<file path="src/rtl/pong_game_engine.sv">
// Frame-rate Pong engine: ball, paddles, score and game FSM advance once per vsync fall.
// Build macro PONG_AI_RIGHT_EN makes the right paddle track the ball instead of its buttons.
module pong_game_engine #(
  parameter int BALL_SPEED   = 2,
  parameter int PADDLE_SPEED = 4,
  parameter int SERVE_FRAMES = 60,
  parameter int POINT_FRAMES = 60,
  parameter int WIN_POINTS   = 9
) (
  input  logic       iVGA_CLK,
  input  logic       iRST_n,
  input  logic       iVS,
  input  logic       btn_start,
  input  logic       btn_l_up,
  input  logic       btn_l_dn,
  input  logic       btn_r_up,
  input  logic       btn_r_dn,
  output logic [9:0] ball_x,
  output logic [9:0] ball_y,
  output logic [8:0] paddle_left_y,
  output logic [8:0] paddle_right_y,
  output logic [7:0] score,
  output logic [2:0] game_state
);

  typedef enum logic [2:0] {
    S_IDLE     = 3'd0,
    S_SERVE    = 3'd1,
    S_PLAY     = 3'd2,
    S_POINT    = 3'd3,
    S_GAMEOVER = 3'd4
  } state_t;

  localparam logic [9:0]         CX         = 10'd315;
  localparam logic [9:0]         CY         = 10'd235;
  localparam logic [8:0]         PAD_RST    = 9'd220;
  localparam logic [8:0]         PAD_MAX    = 9'd440;
  localparam logic [8:0]         PAD_STEP   = 9'(PADDLE_SPEED);
  localparam logic [9:0]         BSTEP10    = 10'(BALL_SPEED);
  localparam logic signed [11:0] BSTEP      = 12'(BALL_SPEED);
  localparam logic [7:0]         SERVE_LAST = 8'(SERVE_FRAMES - 1);
  localparam logic [7:0]         POINT_LAST = 8'(POINT_FRAMES - 1);
  localparam logic [3:0]         WIN        = 4'(WIN_POINTS);

  // Button bit order: {start, l_up, l_dn, r_up, r_dn}
  logic [4:0] sync1, sync2;
  logic       start_d, start_pend, vs_d, tick;

  state_t     state, state_n;
  logic [7:0] cnt, cnt_n;
  logic [3:0] l_pts, r_pts, l_n, r_n;
  logic       dx_pos, dy_pos, serve_right, dx_n, dy_n, srv_n;
  logic [9:0] bx_n, by_n;
  logic [8:0] pl_n, pr_n;
  logic [7:0] score_n;

  logic signed [11:0] bx_s, by_s, pl_s, pr_s, nx, ny;
  logic ovl_l, ovl_r, hit_l, hit_r, miss_l, miss_r, win;

  assign tick = vs_d & ~iVS;

  // A start edge is remembered until the next tick, which then consumes it in any state.
  always_ff @(posedge iVGA_CLK or negedge iRST_n) begin
    if (!iRST_n) begin
      sync1      <= '0;
      sync2      <= '0;
      start_d    <= 1'b0;
      start_pend <= 1'b0;
      vs_d       <= 1'b0;
    end else begin
      sync1   <= {btn_start, btn_l_up, btn_l_dn, btn_r_up, btn_r_dn};
      sync2   <= sync1;
      start_d <= sync2[4];
      vs_d    <= iVS;
      if (sync2[4] && !start_d) start_pend <= 1'b1;
      else if (tick)            start_pend <= 1'b0;
    end
  end

  assign bx_s   = $signed({2'b00, ball_x});
  assign by_s   = $signed({2'b00, ball_y});
  assign pl_s   = $signed({3'b000, paddle_left_y});
  assign pr_s   = $signed({3'b000, paddle_right_y});
  assign nx     = dx_pos ? bx_s + BSTEP : bx_s - BSTEP;
  assign ny     = dy_pos ? by_s + BSTEP : by_s - BSTEP;
  assign ovl_l  = (by_s + 12'sd10 > pl_s) && (by_s < pl_s + 12'sd40);
  assign ovl_r  = (by_s + 12'sd10 > pr_s) && (by_s < pr_s + 12'sd40);
  assign hit_l  = !dx_pos && (nx <= 12'sd30) && (nx + 12'sd10 > 12'sd20) && ovl_l;
  assign hit_r  = dx_pos && (nx + 12'sd10 >= 12'sd610) && (nx < 12'sd620) && ovl_r;
  assign miss_l = (nx <= 12'sd0);
  assign miss_r = (nx >= 12'sd630);
  assign win    = (l_pts == WIN) || (r_pts == WIN);

`ifdef PONG_AI_RIGHT_EN
  localparam logic [8:0] AI_STEP = 9'(PADDLE_SPEED / 2);
  logic [10:0] ball_c, pad_c;
  logic        ai_up, ai_dn;
  assign ball_c = {1'b0, ball_y} + 11'd5;
  assign pad_c  = {2'b00, paddle_right_y} + 11'd20;
  assign ai_dn  = ball_c > pad_c + 11'd2;
  assign ai_up  = ball_c + 11'd2 < pad_c;
`endif

  function automatic logic [8:0] paddle_step(input logic [8:0] p, input logic up,
                                             input logic dn, input logic [8:0] amt);
    logic [9:0] sum;
    sum = {1'b0, p} + {1'b0, amt};
    if (up && !dn) return (p < amt) ? 9'd0 : p - amt;
    if (dn && !up) return (sum > {1'b0, PAD_MAX}) ? PAD_MAX : sum[8:0];
    return p;
  endfunction

  function automatic logic [3:0] sat_inc(input logic [3:0] p);
    return (p < WIN) ? p + 4'd1 : p;
  endfunction

  always_ff @(posedge iVGA_CLK or negedge iRST_n) begin
    if (!iRST_n)   state <= S_IDLE;
    else if (tick) state <= state_n;
  end

  always_comb begin
    state_n = state;
    case (state)
      S_IDLE:     if (start_pend) state_n = S_SERVE;
      S_SERVE:    if (cnt == SERVE_LAST) state_n = S_PLAY;
      S_PLAY:     if (miss_l || miss_r) state_n = S_POINT;
      S_POINT:    if (cnt == POINT_LAST) state_n = win ? S_GAMEOVER : S_SERVE;
      S_GAMEOVER: if (start_pend) state_n = S_SERVE;
      default:    state_n = S_IDLE;
    endcase
  end

  always_comb begin
    game_state = state;
  end

  always_comb begin
    bx_n  = ball_x;
    by_n  = ball_y;
    dx_n  = dx_pos;
    dy_n  = dy_pos;
    srv_n = serve_right;
    l_n   = l_pts;
    r_n   = r_pts;
    pl_n  = paddle_left_y;
    pr_n  = paddle_right_y;
    cnt_n = (state_n != state) ? 8'd0 : cnt + 8'd1;
    case (state)
      S_IDLE: if (start_pend) begin
        l_n = 4'd0; r_n = 4'd0; srv_n = 1'b1; bx_n = CX; by_n = CY;
      end
      // The launch tick already takes the first step so the ball leaves centre with the state change.
      S_SERVE: begin
        bx_n = CX;
        by_n = CY;
        if (state_n == S_PLAY) begin
          dx_n = serve_right;
          dy_n = 1'b1;
          bx_n = serve_right ? CX + BSTEP10 : CX - BSTEP10;
          by_n = CY + BSTEP10;
        end
      end
      S_PLAY: begin
        if (ny <= 12'sd0) begin
          by_n = 10'd0;   dy_n = 1'b1;
        end else if (ny >= 12'sd470) begin
          by_n = 10'd470; dy_n = 1'b0;
        end else begin
          by_n = ny[9:0];
        end
        if (miss_l) begin
          bx_n = 10'd0;   r_n = sat_inc(r_pts); srv_n = 1'b0;
        end else if (miss_r) begin
          bx_n = 10'd630; l_n = sat_inc(l_pts); srv_n = 1'b1;
        end else if (hit_l) begin
          bx_n = 10'd30;  dx_n = 1'b1;
        end else if (hit_r) begin
          bx_n = 10'd600; dx_n = 1'b0;
        end else begin
          bx_n = nx[9:0];
        end
      end
      S_POINT: if (state_n == S_SERVE) begin
        bx_n = CX; by_n = CY;
      end
      S_GAMEOVER: if (start_pend) begin
        l_n = 4'd0; r_n = 4'd0; bx_n = CX; by_n = CY;
      end
      default: ;
    endcase
    if (state == S_SERVE || state == S_PLAY) begin
      pl_n = paddle_step(paddle_left_y, sync2[3], sync2[2], PAD_STEP);
`ifdef PONG_AI_RIGHT_EN
      pr_n = paddle_step(paddle_right_y, ai_up, ai_dn, AI_STEP);
`else
      pr_n = paddle_step(paddle_right_y, sync2[1], sync2[0], PAD_STEP);
`endif
    end
    score_n = ({4'b0000, l_n} * 8'd10) + {4'b0000, r_n};
  end

  always_ff @(posedge iVGA_CLK or negedge iRST_n) begin
    if (!iRST_n) begin
      ball_x         <= CX;
      ball_y         <= CY;
      paddle_left_y  <= PAD_RST;
      paddle_right_y <= PAD_RST;
      score          <= 8'd0;
      dx_pos         <= 1'b1;
      dy_pos         <= 1'b1;
      serve_right    <= 1'b1;
      l_pts          <= 4'd0;
      r_pts          <= 4'd0;
      cnt            <= 8'd0;
    end else if (tick) begin
      ball_x         <= bx_n;
      ball_y         <= by_n;
      paddle_left_y  <= pl_n;
      paddle_right_y <= pr_n;
      score          <= score_n;
      dx_pos         <= dx_n;
      dy_pos         <= dy_n;
      serve_right    <= srv_n;
      l_pts          <= l_n;
      r_pts          <= r_n;
      cnt            <= cnt_n;
    end
  end

endmodule

</file>
<file path="config.mk">
export PLATFORM = sky130hd
export DESIGN_NAME = pong_game_engine
export DESIGN_NICKNAME = d
export VERILOG_FILES = /design/src/rtl/pong_game_engine.sv
export SDC_FILE = /design/constraint.sdc
export NUM_CORES = 1
export LEC_CHECK = 0
export ABC_AREA = 1
export BUFFER_PORTS_ARGS = -buffer_cell sky130_fd_sc_hd__buf_2
export CORE_ASPECT_RATIO = 0.7
export CORE_UTILIZATION = 55
export DETAILED_ROUTE_END_ITERATION = 10
export PLACE_DENSITY = 0.81
export SYNTH_ARGS = -nofsm -noshare
export SYNTH_HDL_FRONTEND = slang
export SYNTH_SLANG_ARGS = --single-unit
</file>
<file path="constraint.sdc">
create_clock -name iVGA_CLK -period 5.6 [get_ports iVGA_CLK]
set_clock_uncertainty 0.15 [all_clocks]
set_input_delay 0.28 -clock iVGA_CLK [delete_from_list [all_inputs] [get_ports iVGA_CLK]]
set_output_delay 0.28 -clock iVGA_CLK [all_outputs]
set_load 0.005 [all_outputs]
</file>
==> results of run 1 <==
-- power breakdown --
group / leakage [nW] / total (mW) / switching [mW] / internal [mW]
Clock: 0.147 / 0.603 / 0.279 / 0.324
Sequential: 0.957 / 1.05 / 0.258 / 0.795
Combinational: 3.07 / 2.20 / 1.41 / 0.786
Total: 4.17 / 3.85 / 1.95 / 1.91
-- registers in the layout, summed over array words and instances, names as in the netlist, named ones only --
name	count
game_state	3
sync2	5
start_d	1
vs_d	1
r_pts	3
l_pts	4
serve_right	1
ball_x	10
dy_pos	1
sync1	5
paddle_left_y	9
ball_y	10
score	7
paddle_right_y	9
cnt	8
start_pend	1
dx_pos	1
-- placed cells by master (no fill, tap or decap), drive strengths merged, types with 2 or more instances in the layout --
| cell | instances |
|---|---|
| nand2 | 260 |
| inv | 170 |
| nor2 | 99 |
| nand3 | 98 |
| o21ai | 88 |
| ha | 73 |
| buf | 58 |
| dfrtp | 55 |
| a21oi | 46 |
| xor2 | 33 |
| nand4 | 25 |
| dfstp | 25 |
| nor3 | 12 |
| clkbuf | 10 |
| a22oi | 6 |
| dlygate4sd3 | 6 |
| clkinv | 5 |
| xnor2 | 4 |
| o211ai | 4 |
| a31oi | 4 |
| nor4 | 3 |
| a211oi | 3 |
| a221oi | 3 |
| o22ai | 2 |
| o21a | 2 |
| o2111ai | 2 |
| and2 | 2 |
| o31ai | 2 |
| nand3b | 2 |
| fa | 2 |
-- repair_timing --
item | in CTS | in global routing
hold endpoints to repair | 6 | 0
resized for setup | 0 | 0
hold buffers | 6 | 0
-- how the worst max path moves through the flow --
stage / depth (start not counted) / to / startpoint
after floorplan: 25 / score[6]$_DFFE_PN0P_ / ball_x[1]$_DFFE_PN1P_
after global placement: 23 / score[7]$_DFFE_PN0P_ / ball_x[1]$_DFFE_PN1P_
after detailed placement: 23 / score[7]$_DFFE_PN0P_ / ball_x[1]$_DFFE_PN1P_
after CTS: 23 / score[7]$_DFFE_PN0P_ / ball_x[1]$_DFFE_PN1P_
after global routing: 23 / score[7]$_DFFE_PN0P_ / ball_x[1]$_DFFE_PN1P_
final: 23 / score[7]$_DFFE_PN0P_ / ball_x[1]$_DFFE_PN1P_
-- routing by layer --
metal | track usage (%) | wire (um) | vias to the layer above
li1 | - | - | 3564
met1 | 42.7 | 9050 | 3252
met2 | 42.0 | 7840 | 295
met3 | 5.34 | 1550 | 23
met4 | 5.58 | 190 | 0
met5 | 0 | 0 | -
-- cell type report --
type	count	area share (%)
clock buffer	10	2.96
inverter	169	7.92
multi-input combinational	784	56.3
timing repair buffer	64	4.44
tap	162	2.51
clock inverter	6	0.682
sequential	80	25.2
-- per-stage QoR --
step                      power [mW]  setup slack [ns]  instances  utilization [%]
after floorplan                 2.60              1.59       1050                -
after global placement          3.14              1.36       1253             60.8
after detailed placement        3.20              1.17       1253             60.8
after CTS                       3.83              1.10       1275             63.6
after global routing            4.23             0.618       1275             63.6
final                           3.85              1.05       1275             63.6
-- logic make-up after synthesis --
kind of cell,after synthesis
buf+inv,186
simple gates,503
fa+ha+maj,75
compound gates,169
flops,80
xor+xnor,37
-- worst reg2reg max path, delay by kind of cell (launching register included) --
family / cells / cell delay, ns
compound gates: 3 / 0.44
fa+ha+maj: 5 / 1.44
buf+inv: 4 / 0.32
flops: 1 / 0.66
simple gates: 11 / 1.43
==> results.yml, run 1 <==
sta:
  period_minus_slack_ns: 4.55
  rsz0062_at_grt: "false"
  hold_ws_ns: -0.0417
  period_share_pct: 81.3
  setup_violations: 0
  hold_viol: 55
  slew_viol_final: 0
  tightestPinTransition_ns: 1.02
  finalSetupTns_ns: 0
  slew_headroom_pct: 31.8
  max_clock_freq_ghz: 0.220
yosys:
  yosys.area_share.simple_pct: 31.2
  ys_types: 51
  yosysSeqAreaShare_pct: 27.8
  synth.most_common_cell: "nand2_1"
  synthXorXnorAreaFrac_pct: 4.43
  syn_avg_cell_area_um2: 6.97
  synth-async-reset-ratio_pct: 100
  syn-num-nets: 1133
  synth_top_family_by_area: "simple AND/OR/NAND/NOR gates"
  yosys-top-cells-area: "dfrtp_1 19%, ha_1 12%, nand2_1 12%"
  synthCells: 1050
  synth_common_cells: "239 x nand2_1, 152 x inv_1, 88 x nand3_1, 87 x nor2_1, 74 x o21ai_0"
  synth_compound_area_share_pct: 13.4
  synth_edf_count: 0
  synth.area.mux_share_pct: 0
  ys_seq_elements: 80
  syn-cell-area_um2: 7310
  synth_ff_type: "dfrtp_1"
  synth.top_cell.area_share_pct: 18.8
  synth_fa_ha_area_share_pct: 13.0
  synth_largest_area_cell: "dfrtp_1"
  ys.warnings.count: 0
place:
  portBuffers: 56
  globalplace.congestion: 0.947
  dpl_cell_area_um2: 7710
  hpwl_um: 14100
clock_tree:
  cts.root.buffer_cell: "clkbuf_16"
  insertion_delay_ns: 0.35
  path_clk_slew_ns: 0.07
  cts_buffers: 9
  cts_tree: "done"
  htree_num_levels: 3
  clock_sinks: 80
  ctsLongestPathBuffers: 2
  post_cts_buffers: 0
drt:
  dr_total_vias: 7134
  route.detailed.drc: 0
  drt_first_pass_iters: 7
  postRouteAntennaNets: 0
  drt-initial-drc-count: 634
  routed_wl_um: 18600
  vias_per_cell: 5.60
  wl_per_cell_um: 14.6
grt:
  grt_max_degree: 81
  grt_pass1_vias: 6462
  grt_usage_pct: 28.3
  grt-ovfl-total: 0
  grt_pass1_wl_um: 31500
  antenna_found_initial: 0
flow_run:
  max-cap-violations: 0
final_layout:
  final_nets: 1191
  antenna_cells: 0
  design_area_um2: 8070
  seqCellArea_um2: 2030
  drive_gt1_share_pct: 14.9
  syn_to_final_growth_pct: 10.3
  n_fill_cell: 1099
  multi_input_area_um2: 4540
outcome:
  violations: "negative hold slack"
  status: "finished with violations"
setup_path:
  slowest_delay_ns: 0.66
  critPathTopFamily: "adder cells"
  arrival_ns: 4.64
  r2r-start: "ball_x[1]$_DFFE_PN1P_"
  crit_required_ns: 5.69
  crit_slowest_cell: "dfstp_2"
  path_cells: "inv_1, ha_1, inv_1, nand2_1, nand2_1, inv_1, ha_1, nand3_1, nor3_1, nand4_1, nand2_2, nand2_2, a21oi_1, o21ai_1, o21ai_1, ha_1, ha_1, inv_1, fa_1, nor2_1, nand4_1, nand3_1, nand2_1"
  rr_endpoint: "score[7]$_DFFE_PN0P_"
  worstPathMaxFanout: 11
  path_class: "reg2reg"
  path_buf_inv: 4
  worst-r2r-setup-slack_ns: 1.05
  end_kind: "flop"
  ff2ff_path_depth: 23
  cp-start-kind: "flop"
floorplan:
  placementRows: 34
  die_w_um: 140
  start_util_pct: 57.7
  fp.dieH_um: 98.5
  core_area_um2: 12700
  io_pins: 57
  die-area_um2: 13800
power_and_ir_drop:
  leakage_nw: 4.17
  vdd_drop_max_mv: 0.255
  p_per_area_nw_per_um2: 478
hold_path:
  hold_path.class: "in2async"
No activity file was read; power rests on OpenSTA's default activity.
==> run 2, diff against run 1 <==
--- a/config.mk
+++ b/config.mk
@@ -5,12 +5,12 @@
 export SDC_FILE = /design/constraint.sdc
 export NUM_CORES = 1
 export LEC_CHECK = 0
-export ABC_AREA = 1
+export ABC_AREA = 0
 export BUFFER_PORTS_ARGS = -buffer_cell sky130_fd_sc_hd__buf_2
 export CORE_ASPECT_RATIO = 0.7
 export CORE_UTILIZATION = 55
 export DETAILED_ROUTE_END_ITERATION = 10
-export PLACE_DENSITY = 0.81
+export PLACE_DENSITY = 0.84
 export SYNTH_ARGS = -nofsm -noshare
 export SYNTH_HDL_FRONTEND = slang
 export SYNTH_SLANG_ARGS = --single-unit
==> constraint.sdc (replaced) <==
create_clock -name iVGA_CLK -period 4.01 [get_ports iVGA_CLK]
set_clock_uncertainty 0.15 [all_clocks]
set_input_delay 0.2005 -clock iVGA_CLK [delete_from_list [all_inputs] [get_ports iVGA_CLK]]
set_output_delay 0.2005 -clock iVGA_CLK [all_outputs]
set_load 0.005 [all_outputs]
==> results.yml, run 2 <==
outcome:
  status: "finished with violations"
  violations: "negative setup slack"
floorplan:
  die_w_um: 138
  io_pins: 57
  start_util_pct: 56.7
  die-area_um2: 13400
  fp.dieH_um: 97.0
  core_area_um2: 12500
  placementRows: 34
yosys:
  yosys.area_share.simple_pct: 21.8
  synthCells: 858
  synth_ff_type: "dfrtp_1"
  synth.top_cell.area_share_pct: 19.4
  ys_seq_elements: 80
  ys_types: 87
  synth.area.mux_share_pct: 1.46
  yosysSeqAreaShare_pct: 28.6
  synth_common_cells: "89 x nand2_1, 76 x o21ai_0, 73 x ha_1, 62 x nor2_1, 55 x dfrtp_1"
  synth_top_family_by_area: "compound AO/OA/AOI/OAI gates"
  synth.most_common_cell: "nand2_1"
  synth-async-reset-ratio_pct: 100
  yosys-top-cells-area: "dfrtp_1 19%, ha_1 13%, dfstp_2 9.3%"
  syn-cell-area_um2: 7100
  synthXorXnorAreaFrac_pct: 6.01
  synth_fa_ha_area_share_pct: 13.4
  ys.warnings.count: 0
  syn_avg_cell_area_um2: 8.27
  synth_compound_area_share_pct: 23.6
  syn-num-nets: 941
  synth_edf_count: 0
  synth_largest_area_cell: "dfrtp_1"
drt:
  routed_wl_um: 20500
  drt_first_pass_iters: 5
  postRouteAntennaNets: 0
  route.detailed.drc: 0
  dr_total_vias: 7111
  wl_per_cell_um: 17.7
  vias_per_cell: 6.13
  drt-initial-drc-count: 695
grt:
  grt_max_degree: 52
  grt_pass1_wl_um: 33800
  grt-ovfl-total: 0
  grt_pass1_vias: 6823
  grt_usage_pct: 31.9
  antenna_found_initial: 0
power_and_ir_drop:
  p_int_mw: 2.67
  p_per_area_nw_per_um2: 527
  leakage_nw: 3.98
  vdd_drop_max_mv: 0.332
  clkPwrFrac_pct: 19.7
  swShare_pct: 42.6
  switching_power_mw: 1.98
  finalPower_mw: 4.65
  power_frac_comb_pct: 51.1
  pwr-share-seq_pct: 29.2
clock_tree:
  cts.root.buffer_cell: "clkbuf_16"
  cts_tree: "done"
  ctsLongestPathBuffers: 2
  insertion_delay_ns: 0.35
  cts_buffers: 9
  path_clk_slew_ns: 0.07
  htree_num_levels: 3
  clock_sinks: 80
setup_path:
  end_kind: "flop"
  crit_required_ns: 4.09
  slowest_delay_ns: 0.61
  critPathTopFamily: "simple AND/OR/NAND/NOR gates"
  path_class: "reg2reg"
  arrival_ns: 4.61
  ff2ff_path_depth: 17
  cp.depth: 17
  cp-start-kind: "flop"
  crit_slowest_cell: "or4_4"
  path_buf_inv: 2
  worstPathMaxFanout: 5
  path_cells: "or4_4, nor4_4, o21ai_2, a21oi_2, o22ai_4, o21bai_4, a21boi_4, buf_4, a32o_2, ha_4, ha_4, inv_2, fa_1, nor2_2, and3_1, a32o_1, or3_1"
  crit_top_cell: "ha_4"
final_layout:
  instances_no_fill: 1160
  post-route-util_pct: 70.5
  layout_common_cells: "100 x buf_4, 88 x nand2_1, 74 x o21ai_0"
  final_nets: 1076
  mostFrequentLayoutCell: "buf_4"
  seqCellArea_um2: 2030
  drive_gt1_share_pct: 26.3
  syn_to_final_growth_pct: 24.3
  n_fill_cell: 1000
  design_area_um2: 8820
  antenna_cells: 0
  multi_input_area_um2: 4930
  reg.largest.list: "ball_x: 10 flops, ball_y: 10 flops"
place:
  hpwl_um: 14600
  placed_cells: 1125
  dpl_cell_area_um2: 8210
  portBuffers: 56
  globalplace.congestion: 0.970
sta:
  tightestPinTransition_ns: 0.939
  rsz0062_at_grt: "true"
  setup_violations: 4
  period_share_pct: 113
  period_minus_slack_ns: 4.53
  slew_headroom_pct: 36.7
  slew_viol_final: 0
  hold_viol: 0
  finalSetupTns_ns: -1.31
  max_clock_freq_ghz: 0.221
  setup_slack_ns: -0.520
hold_path:
  min_path_cells: 0
  hold_path.class: "reg2reg"
flow_run:
  max-cap-violations: 0
-- run 2: changes by cell type after synthesis, sizes merged, moves of 16 or more --
| cell | before | now |
|---|---|---|
| clkbuf | 8 | 36 |
| nand3 | 98 | 33 |
| nand2b | 0 | 17 |
| nor2 | 99 | 62 |
| inv | 164 | 49 |
| xnor2 | 4 | 30 |
| xor2 | 33 | 17 |
| nand2 | 260 | 91 |
-- run 2: layout make-up --
class,instances,area share (%)
Multi-Input combinational cell,687,55.9
Tap cell,162,2.30
Clock inverter,6,1.04
Inverter,49,2.09
Sequential cell,80,23.0
Timing Repair Buffer,166,13.0
Clock buffer,10,2.60
-- run 2: what timing repair did --
action,CTS,global route
hold buffers,7,0
setup buffers,6,6
hold endpoints to repair,32,0
resized for setup,14,13
pin swaps,16,12
endpoints found under the setup margin,4,6
-- run 2: power groups by stage --
stage	Sequential (mW)	Combinational, mW	Clock, mW
3_3_place_gp	1.35	2.15	0
6_report	1.36	2.38	0.916
4_1_cts	1.35	2.30	0.924
2_1_floorplan	1.22	1.60	0
5_1_grt	1.39	2.66	0.960
3_5_place_dp	1.36	2.23	0
-- run 2: kinds of logic (layout without fill, tap and decap cells) --
kind of cell / Yosys count / in the layout
xor gates and xnor gates: 47 / 47
AOI/OAI and AO/OA: 249 / 249
adders and majority gates: 75 / 75
and+or+nand+nor: 306 / 306
buffers and inverters: 91 / 231
muxes: 10 / 10
DFF: 80 / 80
-- run 2: worst paths after layout --
check / from / end / slack, ns
setup / recovery: dx_pos$_DFFE_PN1P_ / score[7]$_DFFE_PN0P_ / -0.52
hold / removal: sync1[0]$_DFF_PN0_ / sync2[0]$_DFF_PN0_ / 0.20
setup reg to reg: dx_pos$_DFFE_PN1P_ / score[7]$_DFFE_PN0P_ / -0.52
hold reg to reg: sync1[0]$_DFF_PN0_ / sync2[0]$_DFF_PN0_ / 0.20
max in group asynchronous: iRST_n / serve_right$_DFFE_PN1P_ / 2.51
min in group asynchronous: iRST_n / paddle_right_y[5]$_DFFE_PN0P_ / 0.30
-- run 2: metrics by stage --
step	worst slack (ns)	hold slack (ns)
4_1_cts	-0.455	0.199
3_3_place_gp	-0.488	0.130
2_1_floorplan	-0.590	-0.245
5_1_grt	-0.662	0.202
3_5_place_dp	-0.624	0.137
6_report	-0.520	0.199
-- run 2: metal layers --
layer | vias up | track usage, % | wire, um
met5 | - | 0 | 0
met3 | 36 | 6.81 | 1760
met1 | 3337 | 45.2 | 9080
met2 | 360 | 49.1 | 9370
met4 | 0 | 8.03 | 333
li1 | 3378 | - | -
